**src/rtl/serializer_if.sv**
```systemverilog
// Word-in / bit-out handshake bundle for the serializer.
`timescale 1ns/1ps
interface serializer_if #(
  parameter int LENGTH = 24
) ();
  logic [LENGTH-1:0] iv_din;
  logic              i_din_valid;
  logic              o_din_ready;
  logic              o_dout;
  logic              o_dout_valid;
  logic              o_busy;

  modport master (
    output iv_din,
    output i_din_valid,
    input  o_din_ready,
    input  o_dout,
    input  o_dout_valid,
    input  o_busy
  );

  modport slave (
    input  iv_din,
    input  i_din_valid,
    output o_din_ready,
    output o_dout,
    output o_dout_valid,
    output o_busy
  );
endinterface

```
**src/rtl/serializer.sv**
```systemverilog
// Parallel-to-serial converter, LSB first, with a one-word holding register
// and a frame strobe on the enabled cycle after each word's last bit.
`timescale 1ns/1ps
module serializer #(
  parameter int LENGTH = 24
) (
  input logic         i_clk,
  input logic         i_rst,
  input logic         i_en,
  serializer_if.slave bus
);
  localparam int CW = $clog2(LENGTH);
  localparam logic [CW-1:0] LAST = CW'(LENGTH - 1);

  logic [LENGTH-1:0] r_hold;
  logic              r_hold_full;
  logic [LENGTH-2:0] r_shift;
  logic [CW-1:0]     r_cnt;
  logic              r_active;
  logic              r_dout;
  logic              r_dout_valid;

  logic w_accept;
  logic w_last;
  logic w_load;

  assign w_accept = bus.i_din_valid & ~r_hold_full;
  assign w_last   = r_active & (r_cnt == LAST);
  // Load on an idle enabled edge or straight over the last bit.
  assign w_load   = i_en & r_hold_full & (~r_active | w_last);

  always_ff @(posedge i_clk or posedge i_rst) begin
    if (i_rst) begin
      r_hold       <= '0;
      r_hold_full  <= 1'b0;
      r_shift      <= '0;
      r_cnt        <= '0;
      r_active     <= 1'b0;
      r_dout       <= 1'b0;
      r_dout_valid <= 1'b0;
    end else begin
      if (w_accept)
        r_hold <= bus.iv_din;
      if (w_load)
        r_hold_full <= w_accept;
      else if (w_accept)
        r_hold_full <= 1'b1;
      if (i_en) begin
        r_dout_valid <= w_last;
        if (w_load) begin
          r_shift  <= r_hold[LENGTH-1:1];
          r_dout   <= r_hold[0];
          r_cnt    <= '0;
          r_active <= 1'b1;
        end else if (r_active && !w_last) begin
          r_shift <= r_shift >> 1;
          r_dout  <= r_shift[0];
          r_cnt   <= r_cnt + CW'(1);
        end else begin
          r_active <= 1'b0;
          r_dout   <= 1'b0;
          r_cnt    <= '0;
        end
      end
    end
  end

  assign bus.o_din_ready  = ~r_hold_full;
  assign bus.o_dout       = r_dout;
  assign bus.o_dout_valid = r_dout_valid;
  assign bus.o_busy       = r_active | r_hold_full;
endmodule

```
**src/flat_wrapper.sv**
```systemverilog
// flat-port wrapper written by rule: the top's interface ports become plain ports
module serializer_flat 
#(
  parameter int LENGTH = 24
)
  (i_clk, i_rst, i_en, bus_iv_din, bus_i_din_valid, bus_o_din_ready, bus_o_dout, bus_o_dout_valid, bus_o_busy);
  serializer_if #(.LENGTH(LENGTH)) bus_i ();
  input logic i_clk;
  input logic i_rst;
  input logic i_en;
  input wire logic [$bits(bus_i.iv_din)-1:0] bus_iv_din;
  input wire logic [$bits(bus_i.i_din_valid)-1:0] bus_i_din_valid;
  output wire logic [$bits(bus_i.o_din_ready)-1:0] bus_o_din_ready;
  output wire logic [$bits(bus_i.o_dout)-1:0] bus_o_dout;
  output wire logic [$bits(bus_i.o_dout_valid)-1:0] bus_o_dout_valid;
  output wire logic [$bits(bus_i.o_busy)-1:0] bus_o_busy;
  assign bus_i.iv_din = bus_iv_din;
  assign bus_i.i_din_valid = bus_i_din_valid;
  assign bus_o_din_ready = bus_i.o_din_ready;
  assign bus_o_dout = bus_i.o_dout;
  assign bus_o_dout_valid = bus_i.o_dout_valid;
  assign bus_o_busy = bus_i.o_busy;
  serializer #(.LENGTH(LENGTH)) u_core (.i_clk(i_clk), .i_rst(i_rst), .i_en(i_en), .bus(bus_i));
endmodule
```
**config.mk**
```make
export PLATFORM = sky130hd
export DESIGN_NAME = serializer_flat
export DESIGN_NICKNAME = d
export VERILOG_FILES = /design/src/rtl/serializer_if.sv /design/src/rtl/serializer.sv /design/src/flat_wrapper.sv
export SDC_FILE = /design/constraint.sdc
export NUM_CORES = 1
export LEC_CHECK = 0
export ABC_AREA = 0
export BUFFER_PORTS_ARGS = -buffer_cell sky130_fd_sc_hd__buf_2
export CAP_MARGIN = 5
export CORE_MARGIN = 2
export CORE_UTILIZATION = 45
export DETAILED_ROUTE_END_ITERATION = 7
export GPL_TIMING_DRIVEN = 0
export SLEW_MARGIN = 40
export SYNTH_ARGS = -nofsm -noshare
export SYNTH_HDL_FRONTEND = slang
export SYNTH_SLANG_ARGS = --single-unit
```
**constraint.sdc**
```tcl
create_clock -name i_clk -period 3.15 [get_ports i_clk]
set_input_delay 0.945 -clock i_clk [delete_from_list [all_inputs] [get_ports i_clk]]
set_output_delay 0.945 -clock i_clk [all_outputs]
set_load 0.03 [all_outputs]
```
After elaboration in Yosys (flattened, before gate mapping):

Index checks and enable logic that the tools add are counted.

* register bits after elaboration: 56
* input bits: 28
* output and inout port bits: 4
* logic and storage cells: 34

* add/subtract/negate cells: 1
* eq/ne operators: 2
* mux-type cells: 10
* bitwise operators: 8
* reductions and logical operators: 6

Operators with widths (number)
* 23-bit two-way mux: 2
* 5-bit two-way mux: 2
* 1-bit two-way mux: 6
* 5-bit by 1-bit adder with 5-bit output (second input constant): 1
* 5-bit equality test (second input constant): 1
* 1-bit bitwise AND: 4
* 2-bit AND reduction: 2
* 2-bit nonzero test: 2
* 2-bit by 1-bit inequality test with 1-bit output (second input constant): 1
* 1-bit NOT: 2
* 1-bit bitwise OR: 2
* 1-bit logical AND: 1
* 1-bit zero test: 1

Depth between registers and ports, before layout:

* depth after elaboration: 6
* mapped depth: 6
* depth with buffers taken out: 4

Least setup slack after synthesis:

OpenSTA, ideal clock, no wires.

* path type: input to register
* from: input bus_i_din_valid
* to: register u_core.r_hold[10]
* setup time: 0.128 ns
* arrival: 1.753 ns
* required time: 3.022 ns
* setup slack: 1.269 ns
* stages: 4
* path buffers: 2
* path through: nor2b_1 -> buf_2 -> buf_2 -> mux2_1

* longest elaborated chain between the ends: 1

Ends and longest elaborated chain
* start, declared: RTL line flat_wrapper.sv:12 `input wire logic [$bits(bus_i.i_din_valid)-1:0] bus_i_din_valid;`
* 1-bit bitwise AND: RTL line serializer.sv:27 `assign w_accept = bus.i_din_valid & ~r_hold_full;`
* end signal, assigned: RTL line serializer.sv:43 `r_hold <= bus.iv_din;`
* end, declared: RTL line serializer.sv:15 `logic [LENGTH-1:0] r_hold;`

Every way passes these cells.
A chain may end at the register's enable or synchronous reset.

Worst setup path after layout:

* from: register u_core.r_active
* to: output bus_o_busy

* longest elaborated chain between the ends: 1

Ends and longest elaborated chain
* start, declared: RTL line serializer.sv:19 `logic r_active;`
* start signal, assigned: RTL line serializer.sv:38 `r_active <= 1'b0;`
* start signal, assigned: RTL line serializer.sv:54 `r_active <= 1'b1;`
* start signal, assigned: RTL line serializer.sv:60 `r_active <= 1'b0;`
* 1-bit bitwise OR: RTL line serializer.sv:71 `assign bus.o_busy = r_active | r_hold_full;`
* end, declared: RTL line flat_wrapper.sv:16 `output wire logic [$bits(bus_i.o_busy)-1:0] bus_o_busy;`

Every way passes these cells.

==> results.yml <==
outcome:
  status: "complete, no violations"
route:
  drtIter0Drc: 116
  wire_per_inst_um: 16.0
  wirelength_mm: 4.69
  viasPerCell: 5.49
  drc: 0
  detail-route-antenna-nets: 0
  drt_first_pass_iters: 4
  vias: 1602
yosys:
  synth_top_family_by_area: "compound AO/OA/AOI/OAI gates"
  ys_ff_latch: 56
  yosys.area_share.simple_pct: 9.99
  async_flop_share_pct: 100
  ys_seq_area_share_pct: 57.7
  syn_inst: 183
  synthDistinctLibCells: 37
  synthMuxAreaShare_pct: 11.1
  synth-xor-area-share_pct: 0
  avgSynthCellArea_um2: 13.3
  synth_adder_area_share_pct: 0.515
  synth_area_mm2: 0.00243
  ys.flop_type: "dfrtp_1"
  synth_compound_area_share_pct: 15.7
  synth_nets: 212
  yosys_warnings: 0
  synth_edf_count: 0
critical_path:
  required_ns: 2.20
  start_kind: "flop"
  r2r-end: "u_core.r_shift[1]"
  cp-endpoint: "bus_o_busy"
  path_max_fanout: 8
  slowest_stage: "dfrtp_1"
  critical_path_arrival_ns: 1.21
  critPathKind: "flop to output pin"
  rrSetupSlack_ns: 1.35
  critPathTopFamily: "flip-flops"
  critical_path.max_stage_delay_ns: 0.53
  cp-startpoint: "u_core.r_active"
  path_buf_inv: 2
  cp.depth: 3
  reg2reg_from: "u_core.r_cnt[0]"
  crit_path_end_kind: "output pin"
  cp_cell_sequence: "inv_2, nand2_1, buf_2"
  r2r_cells: 6
sta:
  relSlewSlack_pct: 70.1
  tightest_slew_ns: 0.448
  rsz0062_at_grt: "no"
  fin_skew_ns: 0.00565
  layout_setup_ws_ns: 0.995
  fmax_mhz: 464
  hold_violations: 0
  finalMaxSlewViolations: 0
  tns_ns: 0
  period_needed_ns: 2.16
  setup_violations: 0
  min_period_over_period_pct: 68.4
grt:
  gr-total-overflow: 0
  grt_pass1_vias: 1731
  antenna_found_initial: 0
  track_usage_pct: 17.5
  grt_pass1_wl_mm: 8.34
  grt_max_degree: 47
clocking:
  cts_hold_buffers: 0
  cts_setup_buffers: 0
  clk_path_buf_depth: 2
  ctsRootBufferMaster: "clkbuf_8"
  post_cts_resized: 0
  h-tree-depth: 2
  cts_made_buffers: 5
  numClockSinks: 56
  tritoncts: "built"
  insertion_delay_ns: 0.30
  clk_pin_slew_worst_paths_ns: 0.09
floorplan:
  die_w_um: 77.5
  fp.dieH_um: 77.5
  num_rows: 26
  coreArea_mm2: 0.00517
  ios: 32
  initial_core_util_pct: 47.0
  fp.dieArea_mm2: 0.00600
layout:
  n_antenna_cell: 0
  fin_area_mm2: 0.00278
  nets: 251
  nFillCells: 463
  syn_to_final_growth_pct: 14.4
  drive_gt1_share_pct: 30.6
power_and_ir_drop:
  pwr-share-comb_pct: 32.4
  clkPwrFrac_pct: 15.7
  swShare_pct: 32.7
  seqPwrFrac_pct: 51.9
  power_switching_mw: 0.760
  leakage_nw: 1.18
  vdd_ir_drop_max_uv: 368
  cellPowerDensity_mw_per_mm2: 836
  p_int_mw: 1.56
place:
  hpwl_mm: 3.23
  dpl-instance-area_mm2: 0.00270
  gp_congestion: 0.764
  post-place-ws_ns: 0.972
  port_buffers: 31
run:
  maxCapViolCount: 0
worst_hold_path:
  holdCritPathClass: "flop to flop"
## layer usage
layer / vias to the layer above / wire [µm] / GRT usage (%)
met1: 804 / 2310 / 25.1
met4: 0 / 61 / 7.14
li1: 763 / - / -
met5: - / 0 / 0
met3: 5 / 172 / 3.49
met2: 30 / 2140 / 26.0
## power by group through the flow
stage | logic [mW] | clock network [mW] | registers, mW
detailed placement | 0.761 | 0 | 1.21
global route | 0.848 | 0.413 | 1.24
global placement | 0.721 | 0 | 1.20
floorplan | 0.589 | 0 | 1.17
finish | 0.752 | 0.365 | 1.21
CTS | 0.766 | 0.385 | 1.20
## stage by stage
stage | utilization (%) | power, mW | instances | hold slack, ns
after floorplan | - | 1.76 | 183 | 0.451
after global placement | 51.6 | 1.92 | 284 | 0.471
after detailed placement | 52.2 | 1.97 | 285 | 0.478
after CTS | 53.7 | 2.35 | 292 | 0.501
after global routing | 53.7 | 2.50 | 292 | 0.518
final | 53.7 | 2.32 | 292 | 0.499
## worst min path at each step
| stage | from | end | slack, ns | cells past startpoint |
|---|---|---|---|---|
| floorplan | u_core.r_hold[23] | u_core.r_hold[23] | 0.45 | 1 |
| global placement | u_core.r_hold[6] | u_core.r_hold[6] | 0.47 | 1 |
| finish | u_core.r_hold[18] | u_core.r_hold[18] | 0.50 | 1 |
| detailed placement | u_core.r_hold[18] | u_core.r_hold[18] | 0.48 | 1 |
| CTS | u_core.r_hold[18] | u_core.r_hold[18] | 0.50 | 1 |
| global route | u_core.r_hold[7] | u_core.r_hold[7] | 0.52 | 1 |
## state kept, by name (all words and copies together), names as in the netlist
name	flops
u_core.r_active	1
u_core.r_hold_full	1
u_core.r_cnt	5
u_core.r_shift	23
u_core.bus.o_dout_valid	1
u_core.r_hold	24
u_core.bus.o_dout	1
## area by class of cell
| cell class | instances | area (µm²) | area share (%) |
|---|---|---|---|
| Clock buffer | 6 | 72.6 | 2.61 |
| Buffer | 13 | 86.3 | 3.11 |
| Sequential cell | 56 | 1400 | 50.4 |
| Multi-Input combinational cell | 105 | 907 | 32.6 |
| Timing Repair Buffer | 32 | 183 | 6.57 |
| Tap cell | 70 | 87.6 | 3.15 |
| Inverter | 9 | 36.3 | 1.31 |
| Clock inverter | 1 | 5.00 | 0.180 |
## cells by family after synthesis
logic type                 after synthesis
AOI/OAI and AO/OA                       40
adders and majority gates                1
buffers and inverters                   22
DFF                                     56
muxes                                   24
and+or+nand+nor                         40
## cells in the final DEF, fill, tap and decap left out, types with 2 or more instances in the layout
| master | n |
|---|---|
| dfrtp_1 | 56 |
| buf_2 | 37 |
| mux2_1 | 23 |
| or3_1 | 22 |
| o221a_2 | 13 |
| o221a_1 | 9 |
| inv_1 | 7 |
| clkbuf_8 | 5 |
| clkbuf_1 | 4 |
| buf_6 | 4 |
| nand2_1 | 4 |
| o21ai_1 | 3 |
| nand3_1 | 2 |
| a21oi_1 | 2 |
| o2bb2ai_1 | 2 |
| o21ai_0 | 2 |
| nor2_1 | 2 |
| nor2b_1 | 2 |
## synth_stat cells (all sizes together) (2+ instances only)
master,count,share of area (%)
o2bb2ai,2,0.72
nand3,2,0.41
buf,10,3.1
dfrtp,56,58
nor2b,2,0.52
mux2,24,11
a21oi,2,0.41
or3,22,5.7
nor2,2,0.31
o21ai,7,2.1
nand2,5,0.88
clkbuf,3,0.46
inv,9,1.4
o221a,22,10
No activity file was read; power rests on OpenSTA's default activity.
